==> src/rtl/rv_ctrl_pkg.sv <==
// Shared encodings for the multicycle RV32 control path: FSM states, ALU
// operation codes, opcode constants and datapath operand/result selects.
package rv_ctrl_pkg;

    typedef enum logic [3:0] {
        FETCH    = 4'd0,
        DECODE   = 4'd1,
        MEMADR   = 4'd2,
        MEMREAD  = 4'd3,
        MEMWB    = 4'd4,
        MEMWRITE = 4'd5,
        EXECR    = 4'd6,
        EXECI    = 4'd7,
        ALUWB    = 4'd8,
        BRANCH   = 4'd9,
        JAL      = 4'd10,
        TRAP     = 4'd11
    } state_t;

    localparam logic [3:0] ALU_AND  = 4'b0000;
    localparam logic [3:0] ALU_OR   = 4'b0001;
    localparam logic [3:0] ALU_ADD  = 4'b0010;
    localparam logic [3:0] ALU_SLT  = 4'b0100;
    localparam logic [3:0] ALU_SUB  = 4'b0110;
    localparam logic [3:0] ALU_SLTU = 4'b0111;
    localparam logic [3:0] ALU_XOR  = 4'b1100;
    localparam logic [3:0] ALU_BAD  = 4'b1111;

    localparam logic [6:0] OP_LOAD   = 7'b0000011;
    localparam logic [6:0] OP_STORE  = 7'b0100011;
    localparam logic [6:0] OP_RTYPE  = 7'b0110011;
    localparam logic [6:0] OP_ITYPE  = 7'b0010011;
    localparam logic [6:0] OP_BRANCH = 7'b1100011;
    localparam logic [6:0] OP_JAL    = 7'b1101111;

    localparam logic [2:0] F3_BEQ = 3'b000;
    localparam logic [2:0] F3_BNE = 3'b001;

    localparam logic [1:0] SRC_A_PC    = 2'b00;
    localparam logic [1:0] SRC_A_OLDPC = 2'b01;
    localparam logic [1:0] SRC_A_RS1   = 2'b10;

    localparam logic [1:0] SRC_B_RS2  = 2'b00;
    localparam logic [1:0] SRC_B_IMM  = 2'b01;
    localparam logic [1:0] SRC_B_FOUR = 2'b10;

    localparam logic [1:0] RES_ALUOUT  = 2'b00;
    localparam logic [1:0] RES_MEMDATA = 2'b01;
    localparam logic [1:0] RES_ALU     = 2'b10;

    // One bundle for every state-decoded control output, so reset can clear them together.
    typedef struct packed {
        logic       mem_req;
        logic       mem_we;
        logic       adr_src;
        logic       ir_write;
        logic       pc_write;
        logic       reg_write;
        logic [1:0] alu_src_a;
        logic [1:0] alu_src_b;
        logic [1:0] result_src;
        logic [3:0] alu_control;
        logic       illegal;
    } ctrl_t;

endpackage

==> src/rtl/multicycle_control_alu_decoder.sv <==
// funct3/funct7_30 to ALU operation decode for register and immediate ALU ops.
module alu_decoder
    import rv_ctrl_pkg::*;
(
    input  logic [2:0] funct3,
    input  logic       funct7_30,
    input  logic       is_rtype,
    output logic [3:0] alu_op,
    output logic       unsupported
);

    // funct7_30 only selects SUB for register ops; ADDI ignores it.
    always_comb begin
        alu_op      = ALU_ADD;
        unsupported = 1'b0;
        case (funct3)
            3'b000:  alu_op = (is_rtype && funct7_30) ? ALU_SUB : ALU_ADD;
            3'b111:  alu_op = ALU_AND;
            3'b110:  alu_op = ALU_OR;
            3'b100:  alu_op = ALU_XOR;
            3'b010:  alu_op = ALU_SLT;
            3'b011:  alu_op = ALU_SLTU;
            default: begin
                alu_op      = ALU_BAD;
                unsupported = 1'b1;
            end
        endcase
    end

endmodule

==> src/rtl/multicycle_control.sv <==
// Moore control FSM for a multicycle RV32 subset datapath.
// Define MULTICYCLE_CONTROL_INSTRET_EN to build the retired-instruction counter.
module multicycle_control
    import rv_ctrl_pkg::*;
(
    input  logic        clk,
    input  logic        rst_n,
    input  logic [6:0]  opcode,
    input  logic [2:0]  funct3,
    input  logic        funct7_30,
    input  logic        zero,
    input  logic        mem_ready,
    output logic        mem_req,
    output logic        mem_we,
    output logic        adr_src,
    output logic        ir_write,
    output logic        pc_write,
    output logic        reg_write,
    output logic [1:0]  alu_src_a,
    output logic [1:0]  alu_src_b,
    output logic [1:0]  result_src,
    output logic [3:0]  alu_control,
    output logic        illegal,
    output logic [31:0] instret
);

    state_t     state;
    state_t     next_state;
    ctrl_t      ctrl;
    ctrl_t      ctrl_out;
    logic [3:0] dec_op;
    logic       dec_bad;
    logic       is_rtype;

    assign is_rtype = (state == EXECR);

    alu_decoder u_alu_decoder (
        .funct3      (funct3),
        .funct7_30   (funct7_30),
        .is_rtype    (is_rtype),
        .alu_op      (dec_op),
        .unsupported (dec_bad)
    );

    always_ff @(posedge clk or negedge rst_n) begin
        if (!rst_n) begin
            state <= FETCH;
        end else begin
            state <= next_state;
        end
    end

    always_comb begin
        next_state = state;
        ctrl       = '0;
        case (state)
            FETCH: begin
                ctrl.mem_req     = 1'b1;
                ctrl.adr_src     = 1'b0;
                ctrl.alu_src_a   = SRC_A_PC;
                ctrl.alu_src_b   = SRC_B_FOUR;
                ctrl.alu_control = ALU_ADD;
                ctrl.result_src  = RES_ALU;
                ctrl.ir_write    = mem_ready;
                ctrl.pc_write    = mem_ready;
                if (mem_ready) next_state = DECODE;
            end
            DECODE: begin
                ctrl.alu_src_a   = SRC_A_OLDPC;
                ctrl.alu_src_b   = SRC_B_IMM;
                ctrl.alu_control = ALU_ADD;
                case (opcode)
                    OP_LOAD, OP_STORE: next_state = MEMADR;
                    OP_RTYPE:          next_state = EXECR;
                    OP_ITYPE:          next_state = EXECI;
                    OP_BRANCH:         next_state = BRANCH;
                    OP_JAL:            next_state = JAL;
                    default:           next_state = TRAP;
                endcase
            end
            MEMADR: begin
                ctrl.alu_src_a   = SRC_A_RS1;
                ctrl.alu_src_b   = SRC_B_IMM;
                ctrl.alu_control = ALU_ADD;
                next_state       = opcode[5] ? MEMWRITE : MEMREAD;
            end
            MEMREAD: begin
                ctrl.mem_req = 1'b1;
                ctrl.adr_src = 1'b1;
                if (mem_ready) next_state = MEMWB;
            end
            MEMWRITE: begin
                ctrl.mem_req = 1'b1;
                ctrl.mem_we  = 1'b1;
                ctrl.adr_src = 1'b1;
                if (mem_ready) next_state = FETCH;
            end
            MEMWB: begin
                ctrl.reg_write  = 1'b1;
                ctrl.result_src = RES_MEMDATA;
                next_state      = FETCH;
            end
            EXECR, EXECI: begin
                ctrl.alu_src_a   = SRC_A_RS1;
                ctrl.alu_src_b   = (state == EXECR) ? SRC_B_RS2 : SRC_B_IMM;
                ctrl.alu_control = dec_op;
                next_state       = dec_bad ? TRAP : ALUWB;
            end
            ALUWB: begin
                ctrl.reg_write  = 1'b1;
                ctrl.result_src = RES_ALUOUT;
                next_state      = FETCH;
            end
            BRANCH: begin
                ctrl.alu_src_a   = SRC_A_RS1;
                ctrl.alu_src_b   = SRC_B_RS2;
                ctrl.alu_control = ALU_SUB;
                case (funct3)
                    F3_BEQ, F3_BNE: begin
                        next_state = FETCH;
                        // BNE inverts the zero test; the target was latched in DECODE.
                        if (zero ^ funct3[0]) begin
                            ctrl.pc_write   = 1'b1;
                            ctrl.result_src = RES_ALUOUT;
                        end
                    end
                    default: next_state = TRAP;
                endcase
            end
            JAL: begin
                ctrl.pc_write    = 1'b1;
                ctrl.result_src  = RES_ALUOUT;
                ctrl.alu_src_a   = SRC_A_OLDPC;
                ctrl.alu_src_b   = SRC_B_FOUR;
                ctrl.alu_control = ALU_ADD;
                next_state       = ALUWB;
            end
            TRAP: begin
                ctrl.illegal = 1'b1;
                next_state   = TRAP;
            end
            default: next_state = FETCH;
        endcase
    end

    // Reset clears every output combinationally so an in-flight access is dropped at once.
    assign ctrl_out    = rst_n ? ctrl : '0;
    assign mem_req     = ctrl_out.mem_req;
    assign mem_we      = ctrl_out.mem_we;
    assign adr_src     = ctrl_out.adr_src;
    assign ir_write    = ctrl_out.ir_write;
    assign pc_write    = ctrl_out.pc_write;
    assign reg_write   = ctrl_out.reg_write;
    assign alu_src_a   = ctrl_out.alu_src_a;
    assign alu_src_b   = ctrl_out.alu_src_b;
    assign result_src  = ctrl_out.result_src;
    assign alu_control = ctrl_out.alu_control;
    assign illegal     = ctrl_out.illegal;

`ifdef MULTICYCLE_CONTROL_INSTRET_EN
    logic [31:0] instret_q;
    logic        retire;

    assign retire = (next_state == FETCH) &&
                    ((state == MEMWB) || (state == MEMWRITE) ||
                     (state == ALUWB) || (state == BRANCH));

    always_ff @(posedge clk or negedge rst_n) begin
        if (!rst_n) begin
            instret_q <= '0;
        end else if (retire) begin
            instret_q <= instret_q + 32'd1;
        end
    end

    assign instret = instret_q;
`else
    assign instret = '0;
`endif

endmodule

==> config.mk <==
export PLATFORM = sky130hd
export DESIGN_NAME = multicycle_control
export DESIGN_NICKNAME = d
export VERILOG_FILES = /design/src/rtl/rv_ctrl_pkg.sv /design/src/rtl/multicycle_control_alu_decoder.sv /design/src/rtl/multicycle_control.sv
export SDC_FILE = /design/constraint.sdc
export NUM_CORES = 1
export LEC_CHECK = 0
export BUFFER_PORTS_ARGS = -buffer_cell sky130_fd_sc_hd__buf_2
export CORE_MARGIN = 3
export CORE_UTILIZATION = 45
export CTS_BUF_LIST = sky130_fd_sc_hd__clkbuf_16
export DETAILED_ROUTE_END_ITERATION = 8
export PLACE_DENSITY = 0.93
export RECOVER_POWER = 25
export SLEW_MARGIN = 30
export SYNTH_ARGS = -nofsm -noshare
export SYNTH_HDL_FRONTEND = slang
export SYNTH_SLANG_ARGS = --single-unit
==> constraint.sdc <==
create_clock -name clk -period 2.65 [get_ports clk]
set_input_delay 0.265 -clock clk [delete_from_list [all_inputs] [get_ports clk]]
set_output_delay 0.265 -clock clk [all_outputs]
set_load 0.01 [all_outputs]
==> insert_results.sql <==
INSERT INTO impl_metrics (metric_group, metric, value, unit) VALUES
('sta', 'worst_slew_pin_slew', '0.582', 'ns'),
('critical_path', 'critical-path-top-cell-by-count', 'sky130_fd_sc_hd__buf_2', ''),
('die', 'start_util', '48.6', '%'),
('sta', 'max_clock_freq', '461', 'MHz'),
('routing', 'initialDrtViolationCount', '35', ''),
('critical_path', 'worstReg2RegEnd', 'state[1]', ''),
('routing', 'dr_total_vias', '949', ''),
('run_status', 'run_status', 'finished clean', ''),
('die', 'floorplan.rows', '16', ''),
('cts', 'cts.reportedPaths.clkPinSlew', '0.03', 'ns'),
('cts', 'post_cts_setup_inserts', '0', ''),
('sta', 'finClkSkew', '0.00232', 'ns'),
('layout', 'diode_count', '0', ''),
('yosys', 'synth.ff_latch_count', '4', ''),
('sta', 'layout_min_cycle_time', '2.17', 'ns'),
('sta', 'rsz0062_at_grt', 'no', ''),
('layout', 'largest_register_ff_count', '4', ''),
('layout', 'number_of_cells_in_the_finished_layout_apart_from_fillers', '192', ''),
('grt', 'grt_antenna_before_repair', '0', ''),
('grt', 'grt_first_pass_wirelength', '3.33', 'mm'),
('layout', 'registers.top_by_ff_count', 'state', ''),
('sta', 'timing_hold_violations_final', '0', ''),
('sta', 'finalHoldWorstSlack', '0.442', 'ns'),
('critical_path', 'critical_path.endpoint_type', 'output port', ''),
('sta', 'timing.slew.headroom', '61.2', '%'),
('critical_path', 'crit_required', '2.38', 'ns'),
('die', 'die_width', '52.5', 'um'),
('die', 'die_height', '52.5', 'um'),
('die', 'ios', '64', ''),
('yosys', 'postSynthCellCount', '139', ''),
('critical_path', 'max_stage_delay_on_crit_path', '0.53', 'ns'),
('yosys', 'average_instance_area_after_synthesis', '6.99', 'um2'),
('place', 'place_worst_setup_slack', '0.804', 'ns'),
('place', 'place_congestion', '0.883', ''),
('critical_path', 'worst_r2r_path_depth', '4', ''),
('sta', 'setup_violations', '0', ''),
('routing', 'first_pass_iters', '5', ''),
('yosys', 'synth_top_cells_by_area', 'sky130_fd_sc_hd__buf_4 25%, sky130_fd_sc_hd__dfrtp_1 10%, sky130_fd_sc_hd__nor2_1 5.4%, sky130_fd_sc_hd__o21ai_0 3.6%, sky130_fd_sc_hd__nand2_1 3.5%', ''),
('cts', 'cts_inserted_buffers', '3', ''),
('sta', 'final_critical_path_setup_slack', '0.481', 'ns'),
('critical_path', 'crit_start', 'rst_n', ''),
('power_and_ir_drop', 'peakVddDrop', '0.522', 'mV'),
('cts', 'cts_resized', '0', ''),
('cts', 'htreeDepth', '1', ''),
('routing', 'wl_per_cell', '11.1', 'um'),
('critical_path', 'worstPathArrival', '1.90', 'ns'),
('routing', 'vias_per_cell', '4.94', ''),
('power_and_ir_drop', 'power_per_cell_area', '1030', 'nW/um2'),
('yosys', 'synth-seq-area-share', '10.3', '%'),
('critical_path', 'crit_family', 'buffers and inverters', ''),
('critical_path', 'worst_setup_path_start_kind', 'input port', ''),
('cts', 'cts_num_sinks', '4', ''),
('yosys', 'synthesis.area', '972', 'um2'),
('critical_path', 'crit_slowest_cell', 'sky130_fd_sc_hd__dlygate4sd3_1', ''),
('grt', 'grt_start_max_net_pins', '21', ''),
('cts', 'root_buffer', 'sky130_fd_sc_hd__clkbuf_16', ''),
('layout', 'area.growth.synth_to_final', '10.9', '%'),
('sta', 'final-max-slew-violation-count', '0', ''),
('grt', 'gr-total-overflow', '0', ''),
('power_and_ir_drop', 'report.power.total', '0.00111', 'W'),
('layout', 'drive_gt1_share', '22.4', '%'),
('yosys', 'synth_top_cell_area_share', '25.5', '%'),
('cts', 'cts-hold-fix-buffers', '1', ''),
('critical_path', 'worst-r2r-setup-slack', '0.99', 'ns'),
('critical_path', 'path_cells', 'dlygate4sd3_1, buf_2, nor2b_1, nand3_1, a221o_1, o21ai_1, buf_2', ''),
('grt', 'gr-usage-all-layers', '15.7', '%'),
('grt', 'first_global_vias', '788', ''),
('routing', 'totalWireLength', '2.14', 'mm'),
('power_and_ir_drop', 'power_leakage', '0.568', 'nW'),
('hold_path', 'path_category_of_the_worst_min_delay_check', 'input port to async pin', ''),
('die', 'design.core.area', '2000', 'um2');
Yosys cell counts:
cell and number:
sky130_fd_sc_hd__nor2_1 14, sky130_fd_sc_hd__nand4_1 1, sky130_fd_sc_hd__and3b_1 1, sky130_fd_sc_hd__nand2_1 9, sky130_fd_sc_hd__a211o_1 2, sky130_fd_sc_hd__buf_4 33, sky130_fd_sc_hd__a32oi_1 1, sky130_fd_sc_hd__nand3b_1 4
sky130_fd_sc_hd__o311a_1 1, sky130_fd_sc_hd__o21a_1 1, sky130_fd_sc_hd__a41oi_1 1, sky130_fd_sc_hd__nor2b_1 2, sky130_fd_sc_hd__xor2_1 3, sky130_fd_sc_hd__o311ai_0 1, sky130_fd_sc_hd__o21ai_0 7, sky130_fd_sc_hd__nor4bb_1 1
sky130_fd_sc_hd__o31ai_1 1, sky130_fd_sc_hd__buf_2 5, sky130_fd_sc_hd__o21bai_1 1, sky130_fd_sc_hd__or3b_1 1, sky130_fd_sc_hd__a221o_1 2, sky130_fd_sc_hd__nand2b_1 4, sky130_fd_sc_hd__inv_1 3, sky130_fd_sc_hd__buf_6 1
sky130_fd_sc_hd__mux2i_1 2, sky130_fd_sc_hd__o211a_1 1, sky130_fd_sc_hd__dfrtp_1 4, sky130_fd_sc_hd__a21oi_1 4, sky130_fd_sc_hd__and2_1 2, sky130_fd_sc_hd__and3_1 3, sky130_fd_sc_hd__o21ai_2 1, sky130_fd_sc_hd__and2b_1 2
sky130_fd_sc_hd__clkbuf_1 2, sky130_fd_sc_hd__a2bb2oi_1 1, sky130_fd_sc_hd__nor3b_1 1, sky130_fd_sc_hd__xnor2_1 2, sky130_fd_sc_hd__conb_1 1, sky130_fd_sc_hd__o21ai_1 3, sky130_fd_sc_hd__nand4bb_1 1, sky130_fd_sc_hd__nor3_1 4
sky130_fd_sc_hd__mux2_2 1, sky130_fd_sc_hd__nand3_1 3, sky130_fd_sc_hd__a22o_1 1
through the flow:
step           cell area [um2]  utilization [%]
2_1_floorplan             1090                -
3_3_place_gp               993             49.6
3_5_place_dp               993             49.6
4_1_cts                   1080             53.9
5_1_grt                   1080             53.9
6_report                  1080             53.9
area by class of cell:
type | count | area (um2) | area share [%]
flip-flops and latches | 4 | 100 | 9.28
repair buffers | 33 | 173 | 16.0
clock buffers | 3 | 75.1 | 6.96
inverters | 3 | 11.3 | 1.04
well taps | 27 | 33.8 | 3.13
multi-input cells | 122 | 686 | 63.6
how the worst max path moves through the flow:
stage,endpoint,slack [ns],cells past startpoint
floorplan,alu_control[2],1.16,5
global placement,alu_src_a[1],0.85,5
detailed placement,alu_src_a[1],0.80,5
CTS,alu_control[2],0.49,7
global route,alu_control[2],0.35,7
finish,alu_control[2],0.48,7
metal layers:
metal,part of all wire (%),track usage (%)
met1,41,19.7
met2,49,26.7
met3,8.0,1.14
met4,1.5,7.66
met5,0,0
report_power, final:
part / internal, W / switching (W) / leakage (nW)
registers: 0.0000937 / 0.000126 / 0.0487
clock network: 0.000193 / 0.0000440 / 0.0370
logic: 0.000306 / 0.000346 / 0.482
total: 0.000593 / 0.000515 / 0.568
placed cells by master, fill, tap and decap left out, types with 2 or more instances in the layout:
master                      synthesis  layout
sky130_fd_sc_hd__xnor2_1            2       2
sky130_fd_sc_hd__buf_2              5      31
sky130_fd_sc_hd__nand3b_1           4       4
sky130_fd_sc_hd__dfrtp_1            4       4
sky130_fd_sc_hd__o21ai_0            7       7
sky130_fd_sc_hd__a221o_1            2       2
sky130_fd_sc_hd__and2_1             2       2
sky130_fd_sc_hd__nand3_1            3       3
sky130_fd_sc_hd__o21ai_1            3       3
sky130_fd_sc_hd__mux2i_1            2       2
sky130_fd_sc_hd__xor2_1             3       3
sky130_fd_sc_hd__nor2_1            14      14
sky130_fd_sc_hd__and2b_1            2       2
sky130_fd_sc_hd__nand2b_1           4       4
sky130_fd_sc_hd__nor2b_1            2       2
sky130_fd_sc_hd__a21oi_1            4       4
sky130_fd_sc_hd__a211o_1            2       2
sky130_fd_sc_hd__nor3_1             4       4
sky130_fd_sc_hd__nand2_1            9       9
sky130_fd_sc_hd__conb_1             1      32
sky130_fd_sc_hd__inv_1              3       3
sky130_fd_sc_hd__clkbuf_16          0       3
sky130_fd_sc_hd__and3_1             3       3
cells by family after synthesis:
group,share of synthesized area (%)
buffers and inverters,31.1
DFF,10.3
AOI/OAI and AO/OA,20.9
other,0.386
muxes,3.22
xor gates and xnor gates,4.51
and+or+nand+nor,29.6
Power figures use the tool's default switching activity.
